<file path="src/rtl/non_restoring_division_datapath.sv">
// Datapath of the unsigned non-restoring divider: A/Q/M registers, iteration counter and result
// registers, sequenced cycle by cycle by the control path's strobes.
module non_restoring_division_datapath #(
    parameter int WIDTH = 8,
    parameter int CNT_W = $clog2(WIDTH + 1)
) (
    input  logic             clk,
    input  logic             rst,
    input  logic [WIDTH-1:0] dividend,
    input  logic [WIDTH-1:0] divisor,
    input  logic             count_enable,
    input  logic             select_A,
    input  logic             select_Q,
    input  logic             ld_A,
    input  logic             ld_Q,
    input  logic             select_add,
    input  logic             shift_left_enable_a,
    input  logic             shift_left_enable_q,
    input  logic             ld_rem_quotient,
    output logic             done,
    output logic             status_correctness_check,
    output logic [WIDTH-1:0] quotient,
    output logic [WIDTH-1:0] remainder,
    output logic             result_valid,
    output logic             div_by_zero
);

    logic [WIDTH:0]   a_reg;
    logic [WIDTH-1:0] q_reg;
    logic [WIDTH-1:0] m_reg;
    logic [CNT_W-1:0] cnt_reg;
    logic             add_mode_reg;
    logic [WIDTH-1:0] quotient_reg;
    logic [WIDTH-1:0] remainder_reg;
    logic             result_valid_reg;
    logic             div_by_zero_reg;

    logic [WIDTH:0]   m_ext;
    logic [WIDTH:0]   a_plus_m;
    logic [WIDTH:0]   alu_res;
    logic             load_cycle;

    assign m_ext      = {1'b0, m_reg};
    assign a_plus_m   = a_reg + m_ext;
    // add_mode remembers the sign of A before the shift: negative A is restored by adding M
    assign alu_res    = (select_add | add_mode_reg) ? a_plus_m : (a_reg - m_ext);
    assign load_cycle = ld_A & ld_Q & select_A & select_Q;

    always_ff @(posedge clk) begin
        if (rst) begin
            a_reg            <= '0;
            q_reg            <= '0;
            m_reg            <= '0;
            cnt_reg          <= '0;
            add_mode_reg     <= 1'b0;
            quotient_reg     <= '0;
            remainder_reg    <= '0;
            result_valid_reg <= 1'b0;
            div_by_zero_reg  <= 1'b0;
        end else begin
            if (ld_A & select_A & ~select_add)
                a_reg <= '0;
            else if (ld_A & select_A & select_add)
                a_reg <= a_plus_m;
            else if (ld_A & ~select_A)
                a_reg <= alu_res;
            else if (shift_left_enable_a) begin
                a_reg        <= {a_reg[WIDTH-1:0], q_reg[WIDTH-1]};
                add_mode_reg <= a_reg[WIDTH];
            end

            if (ld_Q & select_Q)
                q_reg <= dividend;
            else if (ld_Q & ~select_Q)
                q_reg <= {q_reg[WIDTH-1:1], ~alu_res[WIDTH]};
            else if (shift_left_enable_q)
                q_reg <= {q_reg[WIDTH-2:0], 1'b0};

            if (load_cycle) begin
                m_reg           <= divisor;
                cnt_reg         <= CNT_W'(WIDTH);
                add_mode_reg    <= 1'b0;
                div_by_zero_reg <= (divisor == '0);
            end else if (count_enable && (cnt_reg != '0)) begin
                cnt_reg <= cnt_reg - CNT_W'(1);
            end

            result_valid_reg <= ld_rem_quotient;
            if (ld_rem_quotient) begin
                quotient_reg  <= q_reg;
                remainder_reg <= a_reg[WIDTH-1:0];
            end
        end
    end

    // Asserted while the final iteration runs so the control path can branch on the same cycle
    assign done                     = (cnt_reg == CNT_W'(1));
    assign status_correctness_check = a_reg[WIDTH];
    assign quotient                 = quotient_reg;
    assign remainder                = remainder_reg;
    assign result_valid             = result_valid_reg;
    assign div_by_zero              = div_by_zero_reg;

endmodule

</file>
<file path="config.mk">
export PLATFORM = sky130hd
export DESIGN_NAME = non_restoring_division_datapath
export DESIGN_NICKNAME = d
export VERILOG_FILES = /design/src/rtl/non_restoring_division_datapath.sv
export SDC_FILE = /design/constraint.sdc
export NUM_CORES = 1
export LEC_CHECK = 0
export CAP_MARGIN = 20
export CORE_UTILIZATION = 36
export CTS_CLUSTER_SIZE = 20
export DETAILED_ROUTE_END_ITERATION = 7
export PLACE_DENSITY = 0.63
export SKIP_LAST_GASP = 1
export SLEW_MARGIN = 15
export SYNTH_ARGS = -nofsm -noshare
export SYNTH_HDL_FRONTEND = slang
export SYNTH_SLANG_ARGS = --single-unit
</file>
<file path="constraint.sdc">
create_clock -name clk -period 2.4 [get_ports clk]
set_input_delay 0.36 -clock clk [delete_from_list [all_inputs] [get_ports clk]]
set_output_delay 0.36 -clock clk [all_outputs]
set_load 0.005 [all_outputs]
</file>
Yosys cells after proc, flatten, opt, wreduce, memory -nomap -nowiden --
Cells that the tools add are included. Widths: inputs -> output; s select.
Cells by class: reductions and logical operators 11, muxes and demuxes 9, equality and inequality tests 2, add/subtract/negate cells 3, bitwise logic cells 17
Operator list (number):
- $mux 9 | 4
- $mux 8 | 3
- $add 9x8->9 | 1
- $and 1x1->1 | 9
- $sub 9x8->9 | 1
- $logic_not 8->1 | 1
- $mux 4 | 2
- $not 1->1 | 7
- $reduce_bool 3->1 | 2
- $eq 4x1->1 const B | 1
- $reduce_and 4->1 | 1
- $reduce_bool 2->1 | 2
- $reduce_bool 4->1 | 1
- $reduce_or 2->1 | 2
- $sub 4x1->4 const B | 1
- $ne 2x2->1 const B | 1
- $reduce_and 2->1 | 1
- $logic_and 1x1->1 | 1
- $or 1x1->1 | 1
Word-level totals: output and inout bits 20, word-level logic and storage cells 53, register bits 48, bits of input ports 27

Logic depth before layout (Yosys ltp) --
word-level depth 5, mapped depth 10, depth with buffers taken out 10

Least setup slack after synthesis --
No wires, ideal clock.
kind register to register, start reg a_reg[1], end reg q_reg[0], library setup time 0.086 ns, cell stages (with the launch flop) 9, setup slack 0.332 ns, arrival time 1.982 ns, required time 2.314 ns, clock period less this slack 2.068 ns, path through dfxtp_1 -> inv_1 -> fa_1 -> nor2_2 -> o311ai_2 -> a311oi_2 -> o22ai_2 -> xnor2_1 -> a221oi_2
On the way: cells in the longest elaborated chain, start to end 5, elaborated cells between the ends (all ways) 6, those cells by class 2 x add/sub; 3 x mux; 1 x bitwise
Ends and longest elaborated chain:
- from (decl) | line 28 | logic [WIDTH:0] a_reg;
- from (signal assigned) | line 64 | a_reg <= a_plus_m;
- from (signal assigned) | line 66 | a_reg <= alu_res;
- from (signal assigned) | line 68 | a_reg <= {a_reg[WIDTH-1:0], q_reg[WIDTH-1]};
- $sub 9x8->9 or $add 9x8->9 (tied branches) | line 46, 44
- $mux 9 (*) | line 46 | assign alu_res = (select_add | add_mode_reg) ? a_plus_m : (a_reg - m_ext);
- $not 1->1 (*) | line 75 | q_reg <= {q_reg[WIDTH-1:1], ~alu_res[WIDTH]};
- $mux 8 (*) | line 74 | else if (ld_Q & ~select_Q)
- $mux 8 (*) | line 72 | if (ld_Q & select_Q)
- to (signal assigned) | line 73 | q_reg <= dividend;
- to (signal assigned) | line 75
- to (signal assigned) | line 77 | q_reg <= {q_reg[WIDTH-2:0], 1'b0};
- to (decl) | line 29 | logic [WIDTH-1:0] q_reg;
Mark *: on every way between the ends. The rest lies on a longest branch, timed or not. The select of a mux whose other input is x is not followed. A chain may end at the register's enable or synchronous reset.

Worst setup path in the final report --
start reg a_reg[0], end reg q_reg[0]
The elaborated chain is that of the path after synthesis.

==> results.yml <==
logic_synthesis:
  yosysSeqAreaShare_pct: 35.1
  synth_enable_flop_cells: 0
  synth_area_leaders: "dfxtp_1 (35%), ha_1 (8.2%), mux2i_1 (8.0%)"
  syn-cell-area_mm2: 0.00274
  synthFlopType: "dfxtp_1"
  synthArstFlopShare_pct: 0
  syn_avg_cell_area_um2: 8.48
  yosysUniqueCellTypes: 50
  synth_nets: 370
  synth_top_cell_by_area: "dfxtp_1"
  ys_seq_elements: 48
  syn-instance-count: 323
  yosysWarnings: 0
  synth_top_area_share_pct: 35.1
timing:
  final_hold_viol_count: 0
  rsz0062_at_grt: "no"
  worst_pin_slew_ps: 437
  drv_slew: 0
  min_period_over_period_pct: 91.9
  slew_headroom_pct: 70.8
  fmax_mhz: 453
  setup_viol: 0
  fin_setup_tns_ps: 0
  finClkSkew_ps: 14.7
  layout_min_cycle_time_ps: 2210
cells_and_area:
  post-route-util_pct: 47.1
  final_nets: 417
  largest_register_ffs: 9
  final_cell_mix: "dfxtp_1 (48), clkdlybuf4s50_1 (46), nor2_1 (41), nand2_1 (34), mux2i_1 (22)"
  layout_commonest_cell: "dfxtp_1"
  area_growth_pct: 25.3
  drive_gt1_share_pct: 7.55
  stdcell_area_mm2: 0.00343
  n_antenna_cell: 0
detailed_routing:
  drc_errors: 0
  dr.pass1.iters: 4
  detail_route.wl_per_cell_um: 14.0
  drtIter0Drc: 130
  finalWirelength_mm: 6.57
  post_drt_via_cell_ratio: 5.10
  ant_nets: 0
  vias: 2398
cts:
  ctsHoldBuffers: 0
  cts_root_buffer: "clkbuf_8"
  post-cts-setup-buffers: 0
  clockBufferDepth: 2
  cts_tree: "done"
  cts_made_buffers: 5
  cts_sinks: 48
  htreeDepth: 2
  cts_resized: 0
  clk_latency_ps: 300
  clkTransAtPathRegs_ps: 100
flow_run:
  cap_violations: 0
setup_path:
  r2r_cells: 9
  crit_required_ps: 2620
  cp_max_fo: 4
  worst_r2r_endpoint: "q_reg[0]"
  setup.worst_path.end_class: "flop"
  rr_startpoint: "a_reg[0]"
  rrSetupSlack_ps: 190
  crit_arrival_ps: 2430
  path_class: "flop to flop"
  start_kind: "flop"
global_route:
  first_global_vias: 2202
  antenna_found_initial: 0
  grt_max_degree: 21
  grt.total_usage_pct: 17.8
  grt_overflow: 0
  grtUsageMet2_pct: 28.1
  grt_use_met3_pct: 2.95
  grt_pass1_wl_mm: 10.9
  grt.busiest_layer: "met2"
  grt_util_met1_pct: 25.3
floorplan:
  io_pins: 47
  die_h_um: 89.2
  start_util_pct: 37.6
  core_area_mm2: 0.00729
  die_w_um: 89.2
  die_area_mm2: 0.00796
  std_cell_rows: 31
placed_design:
  gp_congestion: 0.865
  io_buffers: 46
  dpl.hpwl_mm: 4.89
  placed_cell_area_mm2: 0.00332
power:
  irDropWorstVdd_uv: 401
  p_per_area_mw_per_mm2: 603
  leakage_nw: 1.32
hold_path:
  hp-start: "div_by_zero"
  worstHoldPathCells: 2
  min_path_type: "flop to flop"
  hold_path_end: "div_by_zero"
status:
  status: "completed"
## worst max path at each step
stage | start | to | slack (ps) | cells past startpoint
global placement | a_reg[0] | q_reg[0] | 250 | 9
global route | a_reg[0] | q_reg[0] | 60 | 9
finish | a_reg[0] | q_reg[0] | 190 | 9
floorplan | a_reg[1] | q_reg[0] | 330 | 8
CTS | a_reg[0] | q_reg[0] | 180 | 9
detailed placement | a_reg[0] | q_reg[0] | 160 | 9
## cells by family (layout without fill, tap and decap cells)
group	Yosys count	in the layout	share of synthesized area, %
simple gates	117	117	19.4
compound gates	71	71	18.9
flops	48	48	35.1
buf+inv	34	82	5.44
mux	22	22	8.04
fa+ha+maj	20	20	9.68
xor+xnor	11	11	3.52
## critical path, stage by stage (launching register included)
cell	delay (ps)
dfxtp_1	380
ha_1	190
inv_1	50
fa_1	390
nor2_2	130
o311ai_2	110
a311oi_2	390
o22ai_2	110
xnor2_1	150
a221oi_2	230
## routing by layer
metal	vias to the layer above	wire [um]
li1	1213	-
met1	1124	3290
met2	54	2880
met3	7	297
met4	0	102
met5	-	0
## cell type report
cell class / count / area [um2]
multi-input combinational: 241 / 1630
inverter: 18 / 67.6
sequential: 48 / 961
fill: 739 / 3860
clock inverter: 3 / 46.3
tap: 99 / 124
clock buffer: 5 / 68.8
timing repair buffer: 56 / 536
## metrics by stage
| step | setup WS, ps | std cells | hold slack, ps | total power (W) |
|---|---|---|---|---|
| after floorplan | 332 | 323 | 453 | 0.00130 |
| after global placement | 252 | 462 | 455 | 0.00147 |
| after detailed placement | 164 | 462 | 452 | 0.00148 |
| after CTS | 180 | 470 | 471 | 0.00209 |
| after global routing | 55.8 | 470 | 499 | 0.00219 |
| final | 195 | 470 | 470 | 0.00207 |
## cell usage after synthesis, types with 2 or more instances
cell and count:
nand2_1 34, o31ai_1 2, xnor2_1 6, dfxtp_1 48, nor4_1 3, buf_6 2, mux2i_1 22, fa_1 2
a211oi_1 12, ha_1 18, a21oi_1 19, o21ai_0 3, nor2b_1 8, buf_2 5, clkbuf_1 7, inv_1 18
o22ai_1 9, nand3_1 2, o21ai_1 5, nor2_1 41, nor3_1 13, nand2b_1 9, o21bai_1 3, xor2_1 5
buf_1 2
## report_power, final
group          leakage, nW  switching (W)  total, W  internal (W)
Combinational        0.869       0.000266  0.000536      0.000271
Clock               0.0548       0.000294  0.000608      0.000314
Sequential           0.393      0.0000605  0.000924      0.000864
Power figures use the tool's default switching activity.
